[src/rtl/bin_to_bcd_seq_pkg.sv]
// ============================================================================
// bin_to_bcd_seq_pkg : shared state encoding and BCD digit constants
// Revision: 1.0
// ============================================================================
`default_nettype none
`timescale 1ns/1ps

package bin_to_bcd_seq_pkg;

  typedef enum logic [0:0] {
    ST_IDLE  = 1'b0,
    ST_SHIFT = 1'b1
  } state_e;

  localparam int          DIGIT_W = 4;
  localparam logic [3:0]  BCD_MAX = 4'd9;

endpackage

`default_nettype wire

[src/rtl/bin_to_bcd_seq_if.sv]
// ============================================================================
// bin_to_bcd_seq_if : start/done request bus between controller and converter
// Revision: 1.0
// ============================================================================
`default_nettype none
`timescale 1ns/1ps

interface bin_to_bcd_seq_if #(
  parameter int W = 8,
  parameter int N = 3
);

  logic           start;
  logic [W-1:0]   bin_in;
  logic           busy;
  logic           done;
  logic [4*N-1:0] bcd_out;

  modport master (
    output start,
    output bin_in,
    input  busy,
    input  done,
    input  bcd_out
  );

  modport slave (
    input  start,
    input  bin_in,
    output busy,
    output done,
    output bcd_out
  );

endinterface

`default_nettype wire

[src/rtl/bin_to_bcd_seq_add3_cell.sv]
// ============================================================================
// add3_cell : double-dabble digit correction (digit >= 5 gets +3)
// Revision: 1.0
// ============================================================================
`default_nettype none
`timescale 1ns/1ps

module add3_cell
  import bin_to_bcd_seq_pkg::*;
(
  input  wire logic [DIGIT_W-1:0] digit_i,
  output logic      [DIGIT_W-1:0] digit_o
);

  // Input never exceeds 9, so the sum tops out at 12 and cannot wrap.
  assign digit_o = (digit_i >= 4'd5) ? digit_i + 4'd3 : digit_i;

endmodule

`default_nettype wire

[src/rtl/bin_to_bcd_seq.sv]
// ============================================================================
// bin_to_bcd_seq : sequential binary-to-BCD converter, one bit per clock
// Revision: 1.0
// ============================================================================
`default_nettype none
`timescale 1ns/1ps

module bin_to_bcd_seq
  import bin_to_bcd_seq_pkg::*;
#(
  parameter int W = 8,
  parameter int N = 3
) (
  input  wire logic           clk,
  input  wire logic           rst_n,
  bin_to_bcd_seq_if.slave     bus
);

  localparam int BCD_W = DIGIT_W * N;
  localparam int SR_W  = BCD_W + W;
  localparam int CNT_W = $clog2(W + 1);

  state_e             state_q, state_d;
  logic [SR_W-1:0]    sr_q, sr_d;
  logic [CNT_W-1:0]   cnt_q, cnt_d;
  logic               busy_q, busy_d;
  logic               done_q, done_d;
  logic [BCD_W-1:0]   bcd_q, bcd_d;

  logic [BCD_W-1:0]   corr_bcd;
  logic [SR_W-1:0]    corr_sr;
  logic [SR_W-1:0]    shifted;

  for (genvar i = 0; i < N; i++) begin : g_digit
    add3_cell u_add3 (
      .digit_i (sr_q[W + DIGIT_W*i +: DIGIT_W]),
      .digit_o (corr_bcd[DIGIT_W*i +: DIGIT_W])
    );
  end

  assign corr_sr = {corr_bcd, sr_q[W-1:0]};
  assign shifted = corr_sr << 1;

  always_comb begin
    state_d = state_q;
    sr_d    = sr_q;
    cnt_d   = cnt_q;
    busy_d  = busy_q;
    done_d  = 1'b0;
    bcd_d   = bcd_q;
    case (state_q)
      ST_IDLE: begin
        if (bus.start) begin
          sr_d    = {{BCD_W{1'b0}}, bus.bin_in};
          cnt_d   = CNT_W'(W);
          busy_d  = 1'b1;
          state_d = ST_SHIFT;
        end
      end
      ST_SHIFT: begin
        sr_d  = shifted;
        cnt_d = cnt_q - CNT_W'(1);
        // Last shift: publish the result in the same edge.
        if (cnt_q == CNT_W'(1)) begin
          bcd_d   = shifted[SR_W-1 -: BCD_W];
          done_d  = 1'b1;
          busy_d  = 1'b0;
          state_d = ST_IDLE;
        end
      end
      default: state_d = ST_IDLE;
    endcase
  end

  always_ff @(posedge clk or negedge rst_n) begin
    if (!rst_n) begin
      state_q <= ST_IDLE;
      sr_q    <= '0;
      cnt_q   <= '0;
      busy_q  <= 1'b0;
      done_q  <= 1'b0;
      bcd_q   <= '0;
    end else begin
      state_q <= state_d;
      sr_q    <= sr_d;
      cnt_q   <= cnt_d;
      busy_q  <= busy_d;
      done_q  <= done_d;
      bcd_q   <= bcd_d;
    end
  end

  assign bus.busy    = busy_q;
  assign bus.done    = done_q;
  assign bus.bcd_out = bcd_q;

endmodule

`default_nettype wire

[src/flat_wrapper.sv]
// flat-port wrapper written by rule: the top's interface ports become plain ports
module bin_to_bcd_seq_flat import bin_to_bcd_seq_pkg::*;
#(
  parameter int W = 8,
  parameter int N = 3
)
  (clk, rst_n, bus_start, bus_bin_in, bus_busy, bus_done, bus_bcd_out);
  bin_to_bcd_seq_if #(.W(W), .N(N)) bus_i ();
  input  wire logic clk;
  input  wire logic rst_n;
  input wire logic [$bits(bus_i.start)-1:0] bus_start;
  input wire logic [$bits(bus_i.bin_in)-1:0] bus_bin_in;
  output wire logic [$bits(bus_i.busy)-1:0] bus_busy;
  output wire logic [$bits(bus_i.done)-1:0] bus_done;
  output wire logic [$bits(bus_i.bcd_out)-1:0] bus_bcd_out;
  assign bus_i.start = bus_start;
  assign bus_i.bin_in = bus_bin_in;
  assign bus_busy = bus_i.busy;
  assign bus_done = bus_i.done;
  assign bus_bcd_out = bus_i.bcd_out;
  bin_to_bcd_seq #(.W(W), .N(N)) u_core (.clk(clk), .rst_n(rst_n), .bus(bus_i));
endmodule
[config.mk]
export PLATFORM = sky130hd
export DESIGN_NAME = bin_to_bcd_seq_flat
export DESIGN_NICKNAME = d
export VERILOG_FILES = /design/src/rtl/bin_to_bcd_seq_pkg.sv /design/src/rtl/bin_to_bcd_seq_if.sv /design/src/rtl/bin_to_bcd_seq_add3_cell.sv /design/src/rtl/bin_to_bcd_seq.sv /design/src/flat_wrapper.sv
export SDC_FILE = /design/constraint.sdc
export NUM_CORES = 1
export LEC_CHECK = 0
export ABC_AREA = 1
export BUFFER_PORTS_ARGS = -buffer_cell sky130_fd_sc_hd__buf_2
export CORE_ASPECT_RATIO = 0.8
export CORE_MARGIN = 3
export CORE_UTILIZATION = 25
export DETAILED_ROUTE_END_ITERATION = 7
export GPL_TIMING_DRIVEN = 1
export RECOVER_POWER = 100
export SLEW_MARGIN = 40
export SYNTH_ARGS = -nofsm -noshare
export SYNTH_HDL_FRONTEND = slang
export SYNTH_SLANG_ARGS = --single-unit
[constraint.sdc]
create_clock -name clk -period 2.2 [get_ports clk]
set_input_delay 0.22 -clock clk [delete_from_list [all_inputs] [get_ports clk]]
set_output_delay 0.22 -clock clk [all_outputs]
set_load 0.005 [all_outputs]
==> results of run 1 <==
[what timing repair did]
item | in CTS | in global routing
endpoints found under the setup margin | 0 | 0
hold buffers | 1 | 0
endpoints found under the hold margin | 39 | 0
[layer usage]
layer | vias up | global-route usage, %
met5 | - | 0
met2 | 34 | 14.7
met3 | 7 | 2.60
met4 | 0 | 2.86
met1 | 682 | 13.9
li1 | 757 | -
[cell usage after synthesis]
library cell	instances	share of area, %
nand3_4	1	0.95
inv_1	20	4.1
buf_6	3	1.8
nand4_1	5	1.7
xnor2_1	1	0.47
a21oi_1	1	0.27
nand2_2	1	0.34
nand3_1	24	6.5
dfrtp_1	39	53
inv_2	3	0.61
nor2_2	2	0.68
buf_2	2	0.54
nand2_1	82	17
o21ai_0	14	3.8
o22ai_1	5	1.7
o211ai_1	2	0.81
nor2_1	5	1.0
ha_1	8	5.4
[metrics by stage]
stage               setup WS [ps]  cells  area, um2  hold WS (ps)  utilization [%]
floorplan                    1020    218       1850         -75.6                -
global placement              737    325       2040           396             29.1
global route                  355    334       2160           157             30.7
finish                        498    334       2160           141             30.7
detailed placement            708    325       2050           227             29.1
CTS                           692    334       2170           140             30.9
[how the worst max path moves through the flow]
stage | cells past startpoint | to | from | slack (ps)
2_1_floorplan | 8 | u_core.bus.bcd_out[6] | u_core.sr_q[12] | 1020
3_3_place_gp | 4 | u_core.bus.bcd_out[1] | u_core.state_q | 740
3_5_place_dp | 5 | u_core.sr_q[1] | u_core.state_q | 710
4_1_cts | 4 | u_core.bus.bcd_out[1] | u_core.state_q | 690
5_1_grt | 5 | u_core.sr_q[1] | u_core.state_q | 360
6_report | 5 | u_core.sr_q[1] | u_core.state_q | 500
[state kept, by name (all words and copies together), names as in the netlist]
name,flops
u_core.bus.done,1
u_core.state_q,1
u_core.bus.bcd_out,12
u_core.bus.busy,1
u_core.cnt_q,4
u_core.sr_q,20
[worst max-delay path, cell delays in order (launching register included)]
cell      delay (ps)
dfrtp_1          620
inv_1            240
nand2_1          330
inv_2            210
nand2_1          110
o211ai_1          80
[area by class of cell]
class / count / area (um2) / area share (%)
clock inverters: 2 / 35.0 / 1.63
well taps: 87 / 109 / 5.05
inverters: 23 / 86.3 / 4.00
clock buffers: 6 / 82.6 / 3.83
flip-flops and latches: 39 / 976 / 45.3
multi-input cells: 151 / 739 / 34.3
repair buffers: 26 / 128 / 5.92
[power by group through the flow]
stage	combinational, mW	sequential, mW	clock, mW
global placement	1.37	1.29	0
finish	1.36	1.28	0.617
global route	1.60	1.33	0.662
CTS	1.41	1.29	0.638
detailed placement	1.40	1.30	0
floorplan	1.06	1.25	0
[logic make-up (layout without fill, tap and decap cells)]
group	after synthesis	count (layout)	share of synthesized area (%)
XOR/XNOR	1	1	0.473
AND/OR/NAND/NOR	120	120	27.8
AO/OA/AOI/OAI	22	22	6.56
adder cells (fa/ha/maj)	8	8	5.41
flip-flops	39	39	52.7
buffers and inverters	28	57	7.03
==> out/summary.txt, run 1 <==
Pwr dens: 1510 mW/mm2
Met2 wire length: 1660 um
Final min period: 1700 ps
Logic pwr share: 41.7%
Clock skew: 8.51 ps
Syn_area_per_cell: 8.49 um2
Sequential area share after synthesis: 52.7%
Num rows: 27
DR WL/cell: 11.7 um
TritonRoute pass-1 iters: 4
Clock latency on the worst-skew pair: 290 ps
Routed length on met3: 212 um
Top layer in use: met4
Reg-to-reg endpoint: u_core.sr_q[1]
Area Growth Syn to Fin: 16.5%
Hold WC Path Type: in2reg
#FFs+latches synth: 39
Final wirelength: 3920 um
Hold path cells: 3
Final #Nets: 265
Vias in the first global route: 1,442
CP Data Required Time: 2370 ps
# diodes: 0
Synth cell types: 18
Total GRT Usage: 9.83%
RePlAce Congestion: 0.774
Startpoint types: register
Die height: 83.0 um
TNS Setup: 0 ps
Pint: 1.93 mW
First-pass GRT wire length: 6760 um
Total number of vias: 1,480
Total Power: 3.26 mW
Gr ovfl total: 0
Sw Ratio: 40.7%
Post-CTS resize count: 0
Antenna Nets Post-Route: 0
Max-slew violation count: 0
Clk root buf: clkbuf_8
WHS Endpoint: u_core.sr_q[5]
Peak Freq: 0.587 GHz
Period utilization: 77.4%
CTS tree: built
Switch Pwr: 1.33 mW
RR Startpoint: u_core.state_q
Clock Sinks: 39
Clock buffer depth: 2
Sequential power share: 39.4%
Commonest non-fill, non-tap cell in the layout: nand2_1
Worst Max-Slew Pin Slew: 966 ps
Mapped Cells: 218
Most frequent cells in the layout: nand2_1, dfrtp_1, nand3_1
Mapped Area: 0.00185 mm2
Yosys warns: 0
Area of the core: 0.00703 mm2
Clock share of power: 19.0%
Post-DP HPWL: 2790 um
RSZ-0062 raised after global routing: no
DRC: 0
CTS Buf Count: 5
Input/output buffers: 24
# fillers: 756
Routed vias/inst: 4.43
Static leakage: 1.11 nW
Initial antenna violation count: 0
Worst Setup Path Type: reg2reg
Worst EP arrival: 1880 ps
Reg2reg path depth: 5
Max H-tree Level: 2
Setup Buffers After CTS: 0
Reg2Reg Setup Slack: 500 ps
Layout cells sized above 1: 12.1%
Max_cap viols: 0
Clock-pin transition on the worst setup and hold timing paths: 80 ps
Worst Setup End Kind: register
Min-delay src: bus_bin_in[5]
DIE AREA: 0.00848 mm2
Outcome: complete, no violations
Initial core utilization: 26.3%
Metal-1 WL: 2000 um
Die width: 102 um
Worst IR Drop VDD: 444 uV
Largest net degree at the start of global routing: 40
Final count of hold timing violations: 0
DR iter-0 viols: 79
Slew Limit Headroom: 35.6%
Setup violators final: 0
Syn_nets: 237
Crit-path max FO: 15
I/O pins: 25
(Power assumes the default switching activity.)
==> run 2: changes to the inputs <==
- clock period: 2.2 -> 1.41 ns (I/O delays scaled with it)
==> run 2 against run 1 <==
Net effect: clock skew rose by 0.60 ps; worst hold slack got worse by 88 ps; combinational power increased by 62%; critical path depth rose by 3; critical path type unchanged; critical endpoint is now u_core.sr_q[18].
==> out/summary.txt, run 2 (synthesis gave the netlist of run 1 again) <==
Outcome: complete, no violations (unchanged)
DR WL/cell: 11.5 um (was 11.7 um)
Largest net degree at the start of global routing: 25 (was 40)
Crit-path max FO: 4 (was 15)
Reg2Reg Setup Slack: 150 ps (was 500 ps)
Clock buffer depth: 2 (unchanged)
Slowest stage delay, CP: 400 ps (was 620 ps)
Peak Freq: 0.793 GHz (was 0.587 GHz)
Max-slew violation count: 0 (unchanged)
Pwr dens: 2290 mW/mm2 (was 1510 mW/mm2)
Initial core utilization: 26.3% (unchanged)
Routed vias/inst: 4.39 (was 4.43)
Worst Setup End Kind: register (unchanged)
Most used cell, CP: nand2_1 (unchanged)
Placed Cells: 331 (was 325)
CP Data Required Time: 1590 ps (was 2370 ps)
Static leakage: 1.14 nW (was 1.11 nW)
Worst IR Drop VDD: 768 uV (was 444 uV)
Clock latency on the worst-skew pair: 290 ps (about the same)
RePlAce Congestion: 0.803 (was 0.774)
WHS Endpoint: u_core.sr_q[0] (was u_core.sr_q[5])
Worst path top cell family by delay: simple AND/OR/NAND/NOR gates (was flip-flops)
Max_cap viols: 0 (unchanged)
Num rows: 27 (unchanged)
Clock-pin transition on the worst setup and hold timing paths: 80 ps (about the same)
Max H-tree Level: 2 (unchanged)
Hold WS: 53.3 ps (was 141 ps)
Gr ovfl total: 0 (unchanged)
Switch Pwr: 2.05 mW (was 1.33 mW)
Final wirelength: 3930 um (was 3920 um)
Area Growth Syn to Fin: 18.7% (was 16.5%)
Input/output buffers: 24 (unchanged)
Buffers and inverters on the worst path: 2 (unchanged)
Final cell count without fillers: 341 (was 334)
Reg2reg path depth: 8 (was 5)
RR Startpoint: u_core.sr_q[16] (was u_core.state_q)
Antenna Nets Post-Route: 0 (unchanged)
Final count of hold timing violations: 0 (unchanged)
Largest register FFs: 20 (unchanged)
Logic pwr share: 43.8% (was 41.7%)
Most frequent cells in the layout: nand2_1, dfrtp_1, nand3_1 (unchanged)
Slew Limit Headroom: 33.8% (was 35.6%)
# diodes: 0 (unchanged)
Final min period: 1260 ps (was 1700 ps)
Startpoint types: register (unchanged)
Worst Max-Slew Pin Slew: 993 ps (was 966 ps)
First-pass GRT wire length: 6900 um (was 6760 um)
Die height: 83.0 um (unchanged)
Total number of vias: 1,497 (was 1,480)
Clk root buf: clkbuf_8 (unchanged)
Initial antenna violation count: 0 (unchanged)
Layout cells sized above 1: 15.0% (was 12.1%)
CP cell instances: inv_1 -> ha_1 -> inv_1 -> nand2_1 -> nand3_1 -> nand2_1 -> nand3_1 -> nand2_1 (was inv_1 -> nand2_1 -> inv_2 -> nand2_1 -> o211ai_1)
Worst Setup Path Type: reg2reg (unchanged)
Clock skew: 9.11 ps (was 8.51 ps)
CP max-delay cell: dfrtp_1 (unchanged)
Pint: 2.96 mW (was 1.93 mW)
Die width: 102 um (unchanged)
Area of the core: 0.00703 mm2 (unchanged)
Post-DP HPWL: 2790 um (about the same)
Total GRT Usage: 10.1% (was 9.83%)
CTS tree: built (unchanged)
Reg-to-reg endpoint: u_core.sr_q[18] (was u_core.sr_q[1])
TNS Setup: 0 ps (unchanged)
Sw Ratio: 40.9% (was 40.7%)
I/O pins: 25 (unchanged)
Hold path cells: 3 (unchanged)
DRC: 0 (unchanged)
Period utilization: 89.4% (was 77.4%)
Setup violators final: 0 (unchanged)
TritonRoute pass-1 iters: 4 (unchanged)
Hold WC Path Type: in2reg (unchanged)
DR iter-0 viols: 78 (was 79)
RSZ-0062 raised after global routing: no (unchanged)
Final #Nets: 272 (was 265)
CTS Buf Count: 5 (unchanged)
Min-delay src: bus_bin_in[0] (was bus_bin_in[5])
DIE AREA: 0.00848 mm2 (unchanged)
Sequential power share: 39.7% (was 39.4%)
Clock share of power: 16.5% (was 19.0%)
Worst EP arrival: 1440 ps (was 1880 ps)
Commonest non-fill, non-tap cell in the layout: nand2_1 (unchanged)
Largest reg by FF count: u_core.sr_q (unchanged)
Vias in the first global route: 1,457 (was 1,442)
Clock Sinks: 39 (unchanged)
## run 2: final cells by class
type	count	area (um2)
Fill cell	750	4830
Sequential cell	39	976
Multi-Input combinational cell	151	734
Timing Repair Buffer	33	190
Tap cell	87	109
Clock buffer	8	100
Inverter	23	86.3
## run 2: timing repair
item | in CTS | in global routing
hold endpoints to repair | 15 | 0
resized for setup | 0 | 1
hold buffers | 1 | 0
setup endpoints to repair | 0 | 7
buffers inserted | 0 | 1
## run 2: worst max-delay path by stage
stage / startpoint / endpoint / slack (ps) / cells past startpoint
6_report: u_core.sr_q[16] / u_core.sr_q[18] / 150 / 8
5_1_grt: u_core.sr_q[8] / u_core.sr_q[9] / 20 / 8
4_1_cts: u_core.sr_q[12] / u_core.sr_q[13] / 120 / 8
3_5_place_dp: u_core.sr_q[12] / u_core.sr_q[13] / 120 / 8
3_3_place_gp: u_core.sr_q[12] / u_core.bus.bcd_out[5] / 160 / 8
2_1_floorplan: u_core.sr_q[12] / u_core.bus.bcd_out[6] / 230 / 8
## run 2: per-layer routing
layer	vias up	global-route usage, %	share of wire [%]
li1	768	-	-
met3	4	3.53	6.5
met4	0	3.10	0.53
met5	-	0	0
met1	687	14.7	51
met2	38	14.0	42
## run 2: power by group through the flow
stage	registers (mW)	clock network, mW	logic (mW)
detailed placement	2.02	0	2.24
finish	1.99	0.829	2.20
global placement	2.01	0	2.19
CTS	2.00	0.860	2.26
floorplan	1.94	0	1.65
global route	2.06	0.924	2.59
## run 2: worst reg2reg max path: stages (launching register included)
cell and delay (ps):
dfrtp_1 400, inv_1 80, ha_1 210, inv_1 50
nand2_1 90, nand3_1 110, nand2_1 70, nand3_1 80
nand2_1 60
## run 2: per-stage QoR
step,area (um2),total power [mW],utilization (%),setup WS (ps)
final,2200,5.02,31.3,149
after global routing,2200,5.57,31.3,16.2
after CTS,2210,5.12,31.5,116
after detailed placement,2100,4.27,29.9,121
after global placement,2100,4.20,29.9,158
after floorplan,1850,3.59,-,230
